===== src/rtl/seq_sm_divider.sv =====
// Sequential sign-magnitude divider: 4-bit magnitudes plus sign bits, restoring
// division at one quotient bit per clock, with a registered six-digit
// seven-segment display of the quotient and remainder.
module seq_sm_divider (
  input  logic        clk,
  input  logic        rst,
  input  logic        start,
  input  logic [9:0]  bits,
  output logic        busy,
  output logic        done,
  output logic        div_zero,
  output logic [4:0]  quotient,
  output logic [4:0]  remainder,
  output logic [41:0] display
);

  typedef enum logic {IDLE, RUN} state_t;

  localparam logic [6:0] SEG_BLANK = 7'b0000000;
  localparam logic [6:0] SEG_MINUS = 7'b0000001;
  localparam logic [6:0] SEG_E     = 7'b1001111;

  state_t      state, state_nxt;
  logic [1:0]  cnt;

  // Operand and working registers (data only, no reset needed)
  logic        dvd_sign, dvs_sign;
  logic [3:0]  dvd_sr;
  logic [3:0]  dvs_mag;
  logic [3:0]  prem;
  logic [3:0]  qsr;

  // Restoring-step combinational signals
  logic [4:0]  prem_shift;
  logic        q_bit;
  logic [3:0]  diff;
  logic [3:0]  prem_nxt;
  logic [3:0]  q_nxt;
  logic        launch;
  logic        last_step;
  logic        q_sign;
  logic        r_sign;

  // Hex digit to active-high a..g segment pattern
  function automatic logic [6:0] seg_hex(input logic [3:0] v);
    logic [6:0] s;
    s = SEG_BLANK;
    case (v)
      4'h0: s = 7'b1111110;
      4'h1: s = 7'b0110000;
      4'h2: s = 7'b1101101;
      4'h3: s = 7'b1111001;
      4'h4: s = 7'b0110011;
      4'h5: s = 7'b1011011;
      4'h6: s = 7'b1011111;
      4'h7: s = 7'b1110000;
      4'h8: s = 7'b1111111;
      4'h9: s = 7'b1111011;
      4'hA: s = 7'b1110111;
      4'hB: s = 7'b0011111;
      4'hC: s = 7'b1001110;
      4'hD: s = 7'b0111101;
      4'hE: s = 7'b1001111;
      4'hF: s = 7'b1000111;
      default: s = SEG_BLANK;
    endcase
    return s;
  endfunction

  // Full 42-bit display image for a finished division
  function automatic logic [41:0] build_display(input logic qs, input logic [3:0] qm,
                                                input logic rs, input logic [3:0] rm,
                                                input logic dz);
    logic [41:0] d;
    if (dz)
      d = {SEG_BLANK, SEG_E, SEG_BLANK, SEG_BLANK, SEG_BLANK, SEG_BLANK};
    else
      d = {(qs ? SEG_MINUS : SEG_BLANK), seg_hex(qm), SEG_BLANK,
           (rs ? SEG_MINUS : SEG_BLANK), SEG_BLANK, seg_hex(rm)};
    return d;
  endfunction

  assign launch    = (state == IDLE) && start;
  assign last_step = (state == RUN) && (cnt == 2'd3);
  assign busy      = (state == RUN);

  // One restoring step: bring in the next dividend bit, trial-subtract, keep or restore.
  // A divisor of zero always "fits", giving quotient F and remainder = dividend.
  always_comb begin
    prem_shift = {prem, dvd_sr[3]};
    q_bit      = (prem_shift >= {1'b0, dvs_mag});
    diff       = prem_shift[3:0] - dvs_mag;
    prem_nxt   = q_bit ? diff : prem_shift[3:0];
    q_nxt      = {qsr[2:0], q_bit};
    q_sign     = (dvd_sign ^ dvs_sign) & (|q_nxt);
    r_sign     = dvd_sign & (|prem_nxt);
  end

  // State register
  always_ff @(posedge clk or posedge rst) begin
    if (rst) state <= IDLE;
    else     state <= state_nxt;
  end

  // Next-state logic: four RUN cycles per division
  always_comb begin
    state_nxt = state;
    case (state)
      IDLE:    if (start) state_nxt = RUN;
      RUN:     if (cnt == 2'd3) state_nxt = IDLE;
      default: state_nxt = IDLE;
    endcase
  end

  // Iteration counter
  always_ff @(posedge clk or posedge rst) begin
    if (rst)         cnt <= 2'd0;
    else if (launch) cnt <= 2'd0;
    else if (busy)   cnt <= cnt + 2'd1;
  end

  // Operand latch at launch, then shift the dividend and accumulate per step
  always_ff @(posedge clk) begin
    if (launch) begin
      dvd_sign <= bits[9];
      dvd_sr   <= bits[8:5];
      dvs_sign <= bits[4];
      dvs_mag  <= bits[3:0];
      prem     <= 4'd0;
      qsr      <= 4'd0;
    end else if (busy) begin
      dvd_sr   <= {dvd_sr[2:0], 1'b0};
      prem     <= prem_nxt;
      qsr      <= q_nxt;
    end
  end

  // Result, flag and display registers, updated only on the final step
  always_ff @(posedge clk or posedge rst) begin
    if (rst) begin
      done      <= 1'b0;
      div_zero  <= 1'b0;
      quotient  <= 5'd0;
      remainder <= 5'd0;
      display   <= 42'd0;
    end else begin
      done <= last_step;
      if (last_step) begin
        div_zero  <= (dvs_mag == 4'd0);
        quotient  <= {q_sign, q_nxt};
        remainder <= {r_sign, prem_nxt};
        display   <= build_display(q_sign, q_nxt, r_sign, prem_nxt, (dvs_mag == 4'd0));
      end
    end
  end

endmodule


===== config.mk =====
export PLATFORM = sky130hd
export DESIGN_NAME = seq_sm_divider
export DESIGN_NICKNAME = d
export VERILOG_FILES = /design/src/rtl/seq_sm_divider.sv
export SDC_FILE = /design/constraint.sdc
export NUM_CORES = 1
export LEC_CHECK = 0
export ABC_AREA = 1
export BUFFER_PORTS_ARGS = -buffer_cell sky130_fd_sc_hd__buf_4
export CAP_MARGIN = 20
export CORE_UTILIZATION = 47
export CTS_BUF_LIST = sky130_fd_sc_hd__clkbuf_8 sky130_fd_sc_hd__clkbuf_16
export CTS_CLUSTER_SIZE = 20
export DETAILED_ROUTE_END_ITERATION = 10
export PLACE_DENSITY = 0.72
export SYNTH_ARGS = -nofsm -noshare
export SYNTH_HDL_FRONTEND = slang
export SYNTH_SLANG_ARGS = --single-unit

===== constraint.sdc =====
create_clock -name clk -period 2.3 [get_ports clk]
set_input_delay 0.115 -clock clk [delete_from_list [all_inputs] [get_ports clk]]
set_output_delay 0.115 -clock clk [all_outputs]
set_load 0.01 [all_outputs]

==> metrics.md, run 1 <==
| Metric | Value |
|---|---|
| Crit start category | `flip-flop` |
| Cell-internal power | `about 0.0028 W` |
| Via count | `approximately 2200` |
| Critical Path Most Common Cell | `nand2_1` |
| Peak VDD IR | `0.6670 mV` |
| # IOs | `about 70` |
| Post-synth cell types | `34` |
| Seq cells post-synth | `48` |
| Avg WL per Cell | `12.51 um` |
| Actual slew at the worst max-slew pin | `0.5505 ns` |
| Initial antenna violation count | `0` |
| Sw frac | `0.4727` |
| Power Total | `between 0.005 and 0.006 W` |
| Slowest Stage Delay on Critical Path | `roughly 0.45 ns` |
| Slowest CP cell | `edfxtp_1` |
| Status | `finished, final reports clean` |
| DPL Wire Length | `approximately 3.8 mm` |
| Clk_skew | `0.004599 ns` |
| Final ANT Viol Nets | `0` |
| Vias in the first global route | `approximately 2000` |
| FFs w/ async S/R, synth | `0.6458` |
| Worst hold slack | `0.07476 ns` |
| Clk root buf | `clkbuf_8` |
| Worst EP arrival | `2.44 ns` |
| Die Y | `slightly below 80 um` |
| Non-Filler Instances | `between 400 and 500` |
| CTS H-tree lvls | `2` |
| CP max FO | `6` |
| Cells along the critical path | `inv_2 -> ha_4 -> inv_1 -> nand2_1 -> nand2_1 -> nand2_1 -> nand2_4 -> nand2_8 -> buf_4 -> ha_1 -> a21oi_1 -> o21ai_0 -> a31oi_1` |
| Area growth from synthesis to layout | `21.15%` |
| Drt pass-1 iters | `4` |
| DRC | `0` |
| Critical path type | `reg -> reg` |
| Mapped Avg Cell Area | `8.722 um^2` |
| Cells after synthesis | `308` |
| Nets | `around 400` |
| Min Tclk post-route | `~2.2 ns` |
| Synthesized area | `2686 um^2` |
| Initial Utilization | `0.4878` |
| First-pass GRT wire length | `between 8 and 9 mm` |
| CTS tree | `yes` |
| Total CTS buffers | `5` |
| Commonest non-fill, non-tap cells in the layout | `nand2_1, buf_4, dfrtp_1` |
| Most common cell after layout, fill and taps aside | `nand2_1` |
| Relative slew margins | `0.6326` |
| Clock power frac | `0.098` |
| Kind of cell adding the most delay to the critical path | `compound AO/OA/AOI/OAI gates` |
| Net Sw Power | `approximately 0.0025 W` |
| Number of port buffers | `41` |
| Critical Path RT | `2.53 ns` |
| Comb pwr share | `0.618` |
| Ys flop type | `dfrtp_1` |
| DIE AREA | `6022 um^2` |
| Core ar. | `roughly 5500 um^2` |
| Endpoints failing hold | `0` |
| Die width | `77.60 um` |
| All-layer global routing usage | `0.1901` |
| EDFF count, synth | `10` |
| Fmax | `roughly 0.45 GHz` |
| Share of cells above drive strength 1 | `0.2356` |
| Min-Delay Path Class | `in -> reg` |
| Placed cell count | `roughly 420` |
| Ant diodes | `0` |
| Clock Pin Slew Worst Setup and Hold Paths | `0.09 ns` |
| Slew Limit Fails | `0` |
| Leak Pwr | `1.615 nW` |
| Period utilization | `0.9605` |
| Clk buf depth | `2` |
| Congestion Overflow GR | `0` |
| Pwr/cell area | `1652 nW/um^2` |
| Vias per cell | `between 4 and 5` |
| Initial DRC Count | `54` |
| Final setup fails | `0` |
| Clk_lat worst skew | `0.31 ns` |
| Flop pwr share | `0.283` |
| DRT Wirelength | `about 5.5 mm` |
| Largest net degree at the start of global routing | `32` |
| Sink Count | `48` |
| Max-cap viol count | `0` |
| CP Capture Type | `flip-flop` |
| Std-Cell Rows | `27` |
| GPL Wtd Cong | `between 0.9 and 1` |
| Yosys warnings | `0` |
| Seq/Total Area, Yosys | `0.4527` |
| Worst path bufs/invs | `3` |
-- Yosys cell counts (2+ instances only) --
master     n  area, um^2
clkbuf_1   5       18.77
clkinv_1   4       15.01
buf_4     26       195.2
o22ai_1    6       37.54
ha_1      18       225.2
nand3_1   23       115.1
inv_1     25       93.84
xnor2_1    2       17.52
nand2_2    7       43.79
nor2_1    19       71.32
nand2_4    3       33.78
edfxtp_1  10       300.3
o21ai_2    4       35.03
nand2_1   75       281.5
a22o_1     2       17.52
o21ai_0   16       80.08
buf_6      2       22.52
dfrtp_1   31       775.7
dfxtp_1    7       140.1
nor2_2     2       12.51
a31oi_1    4       25.02
a21oi_1    5       25.02
-- tightest hold or removal path, cell delays in order --
cell and delay (ns):
buf_4 0.07, nand2_1 0.04, nand2_1 0.05
-- path summary, 6_finish.rpt --
path                             from     endpoint  slack [ns]  cells past startpoint
max in group asynchronous         rst  display[14]        1.58                      4
min                           bits[6]    dvd_sr[1]        0.07                      3
max                         dvd_sr[3]  display[34]        0.09                     13
min reg2reg                display[2]   display[2]        0.49                      2
min in group asynchronous         rst         done        0.44                      4
max reg2reg                 dvd_sr[3]  display[34]        0.09                     13
-- layer usage --
layer | track usage | part of all wire
met3 | 0.04000 | 0.042
met5 | 0 | 0
met1 | 0.2492 | 0.46
met2 | 0.3106 | 0.48
met4 | 0.06604 | 0.013
-- flip-flops by register name, summed over array words and instances, names as in the netlist, 2 cells and up --
| name | count |
|---|---|
| remainder | 5 |
| dvd_sr | 4 |
| prem | 4 |
| dvs_mag | 4 |
| cnt | 2 |
| quotient | 5 |
| qsr | 3 |
| display | 16 |
-- layout make-up --
cell class	instances	area [um^2]
Sequential cell	48	1216
Fill cell	501	2252
Clock buffer	6	82.58
Inverter	30	112.6
Timing Repair Buffer	57	445.4
Multi-Input combinational cell	222	1296
Tap cell	72	90.09
Clock inverter	2	11.26
-- power by group through the flow --
stage / clock network (W) / logic, W / registers (W)
finish: 0.000529 / 0.00332 / 0.00152
floorplan: 0 / 0.00214 / 0.00158
global route: 0.000564 / 0.00373 / 0.00157
CTS: 0.000532 / 0.00300 / 0.00151
global placement: 0 / 0.00292 / 0.00151
detailed placement: 0 / 0.00297 / 0.00152
-- cell families after synthesis --
kind of cell / count (synthesis) / share of synthesized area
simple gates: 132 / 0.2147
xor+xnor: 2 / 0.006522
buf+inv: 64 / 0.1374
flops: 48 / 0.4527
fa+ha+maj: 19 / 0.09129
compound gates: 42 / 0.09595
other cells: 1 / 0.001396
-- metrics by stage --
stage               area, um^2  setup slack [ns]  TNS [ns]  utilization
detailed placement        2959           0.04304         0       0.5374
global placement          2959            0.1034         0       0.5374
global route              3254          -0.04525   -0.2108       0.5910
CTS                       3123           0.01836         0       0.5671
finish                    3254           0.09086         0       0.5910
floorplan                 2780            0.2151         0            -
-- repair_timing --
action,4_1_cts,5_1_grt
resized for setup,0,17
endpoints found under the setup margin,0,15
hold buffers,7,0
setup buffers,0,4
hold endpoints to repair,37,0
Note: power is estimated with default switching activity, not from simulation.
==> run 2: changes to the inputs <==
CORE_UTILIZATION = 31   (was 47)
PLACE_DENSITY = not set   (was 0.72)
==> run 2 against run 1 <==
  * Clock skew up 0.0016 ns
  * Fmax increased by 1.8%
  * Final cell count increased by 8.2%
  * Critical endpoint is now display[6]
  * Flip-flop and latch count did not move
  * First-iteration DRC count grew 81%
  * Largest cell class unchanged
  * Combinational power increased by 5%
  * Via count decreased by 1.1%
  * Hold slack better by 0.015 ns
  * Clock power is 8.3% lower
  * Die area up 50%
==> metrics.md, run 2 (same netlist as run 1, synthesis figures left out) <==
| Metric | Value |
|---|---|
| Min Tclk post-route | `~2.2 ns` |
| Fill count | `860` |
| # IOs | `68` |
| CP max FO | `6` |
| DPL Wire Length | `4.097 mm` |
| Reg2Reg Depth | `14` |
| Biggest register | `display` |
| Min-Delay Path Class | `in -> reg` |
| Clk_lat worst skew | `roughly 0.30 ns` |
| Fmax | `0.4607 GHz` |
| Number of port buffers | `approximately 40` |
| Max-cap viol count | `0` |
| Vias in the first global route | `1962` |
| Initial antenna violation count | `0` |
| CTS H-tree lvls | `2` |
| Clk buf depth | `2` |
| Total CTS buffers | `5` |
| Drt pass-1 iters | `4` |
| Clk root buf | `clkbuf_8` |
| Critical path type | `reg -> reg` |
| Most common cell after layout, fill and taps aside | `nand2_1` |
| Slowest Stage Delay on Critical Path | `around 0.46 ns` |
| Crit path depth | `14` |
| CTS tree | `yes` |
| DRC | `0` |
| Slew Limit Fails | `0` |
| Worst EP arrival | `about 2.4 ns` |
| Period utilization | `0.9437` |
| Share of cells above drive strength 1 | `0.2554` |
| Via count | `2128` |
| Commonest non-fill, non-tap cells in the layout | `nand2_1, buf_4, dfrtp_1` |
| Core ar. | `approximately 8300 um^2` |
| Avg WL per Cell | `roughly 12 um` |
| DRT Wirelength | `approximately 5.8 mm` |
| Slowest CP cell | `edfxtp_1` |
| Leak Pwr | `1.637 nW` |
| Area growth from synthesis to layout | `24.13%` |
| Die Y | `95.09 um` |
| CP Capture Type | `flip-flop` |
| Final ANT Viol Nets | `0` |
| Endpoints failing hold | `0` |
| Clock Pin Slew Worst Setup and Hold Paths | `0.09 ns` |
| All-layer global routing usage | `0.1343` |
| First-pass GRT wire length | `roughly 9.5 mm` |
| Critical Path RT | `about 2.5 ns` |
| Worst path bufs/invs | `1` |
| DIE AREA | `roughly 9000 um^2` |
| Nets | `between 300 and 400` |
| Placed cell count | `approximately 450` |
| Initial DRC Count | `98` |
| Cells along the critical path | `ha_4 -> inv_2 -> nand2_1 -> nand2_1 -> nand2_2 -> nand2_4 -> nand2_8 -> o21ai_4 -> ha_4 -> nand3_2 -> nor2_2 -> nor2_1 -> nand3_1 -> nand2_1` |
| Setup TNS | `0 ns` |
| GPL Wtd Cong | `approximately 0.86` |
| Initial Utilization | `0.3237` |
| Largest net degree at the start of global routing | `32` |
| Power Total | `0.005484 W` |
| Max reg flops | `16` |
| Kind of cell adding the most delay to the critical path | `simple AND/OR/NAND/NOR gates` |
| Critical Path Most Common Cell | `nand2_1` |
| Sink Count | `between 40 and 50` |
| Final setup fails | `0` |
| Regs by FF count | `display (16), quotient (5), remainder (5)` |
| Std-Cell Rows | `33` |
| Vias per cell | `around 4.5` |
| Pwr/cell area | `around 1600 nW/um^2` |
| Ant diodes | `0` |
| Status | `finished, final reports clean` |
| Non-Filler Instances | `between 400 and 500` |
| Crit start category | `flip-flop` |
| Peak VDD IR | `0.6196 mV` |
| Congestion Overflow GR | `0` |
| Hold path depth | `3` |
| Clk_skew | `slightly above 0.006 ns` |
| Layout Utilization | `0.4018` |
| Die width | `approximately 95 um` |
run 2: cell types whose count changed in the layout (fill, tap and decap cells not counted), moves of 2 or more:
cell	change
buf_4	+3
nand3_1	-2
nand3_2	+2
ha_1	-2
ha_4	+2
run 2: layout make-up:
type                    instances  area (um^2)  share of cell area
well taps                     105        131.4             0.03940
flip-flops and latches         48         1216              0.3647
multi-input cells             222         1325              0.3974
clock inverters                 3        12.51            0.003752
clock buffers                   5        68.82             0.02064
repair buffers                 60        467.9              0.1403
inverters                      30        112.6             0.03377
run 2: worst reg2reg max path, cell delays in order, from the launching register on:
cell	delay, ns
edfxtp_1	0.46
ha_4	0.28
inv_2	0.05
nand2_1	0.04
nand2_1	0.07
nand2_2	0.06
nand2_4	0.13
nand2_8	0.09
o21ai_4	0.30
ha_4	0.19
nand3_2	0.07
nor2_2	0.12
nor2_1	0.06
nand3_1	0.10
nand2_1	0.05
run 2: worst paths after layout:
check                            from           to  slack, ns
max                        dvs_mag[0]   display[6]       0.13
min                           bits[6]    dvd_sr[1]       0.09
max reg2reg                dvs_mag[0]   display[6]       0.13
min reg2reg                display[0]   display[0]       0.49
max in group asynchronous         rst  display[14]       1.55
min in group asynchronous         rst         done       0.45
run 2: routing by layer:
metal,share of wire,GRT usage,vias up,routed length (um)
li1,-,-,1063,-
met1,0.48,0.1808,1001,2769
met2,0.48,0.2185,58,2773
met3,0.031,0.02313,6,182
met4,0.013,0.04293,0,74
met5,0,0,-,0
run 2: what timing repair did:
action / in CTS / in global routing
endpoints found under the hold margin: 37 / 0
resized for setup: 1 / 23
cloned: 0 / 1
pin swaps: 0 / 10
setup endpoints to repair: 2 / 10
hold buffers: 7 / 0
buffers inserted: 0 / 6
run 2: per-stage QoR:
step / setup slack [ns] / cell area [um^2] / hold slack, ns
after detailed placement: 0.01230 / 3008 / 0.2390
final: 0.1295 / 3334 / 0.08941
after global placement: 0.1021 / 3008 / 0.2298
after floorplan: 0.2151 / 2780 / 0.2139
after global routing: -0.03381 / 3334 / 0.09157
after CTS: 0.02904 / 3167 / 0.07465
run 2: where the power goes:
| group | leakage, nW | switching, W | internal [W] |
|---|---|---|---|
| logic | 1.05 | 0.00207 | 0.00141 |
| clock network | 0.0505 | 0.000280 | 0.000205 |
| registers | 0.533 | 0.000249 | 0.00127 |
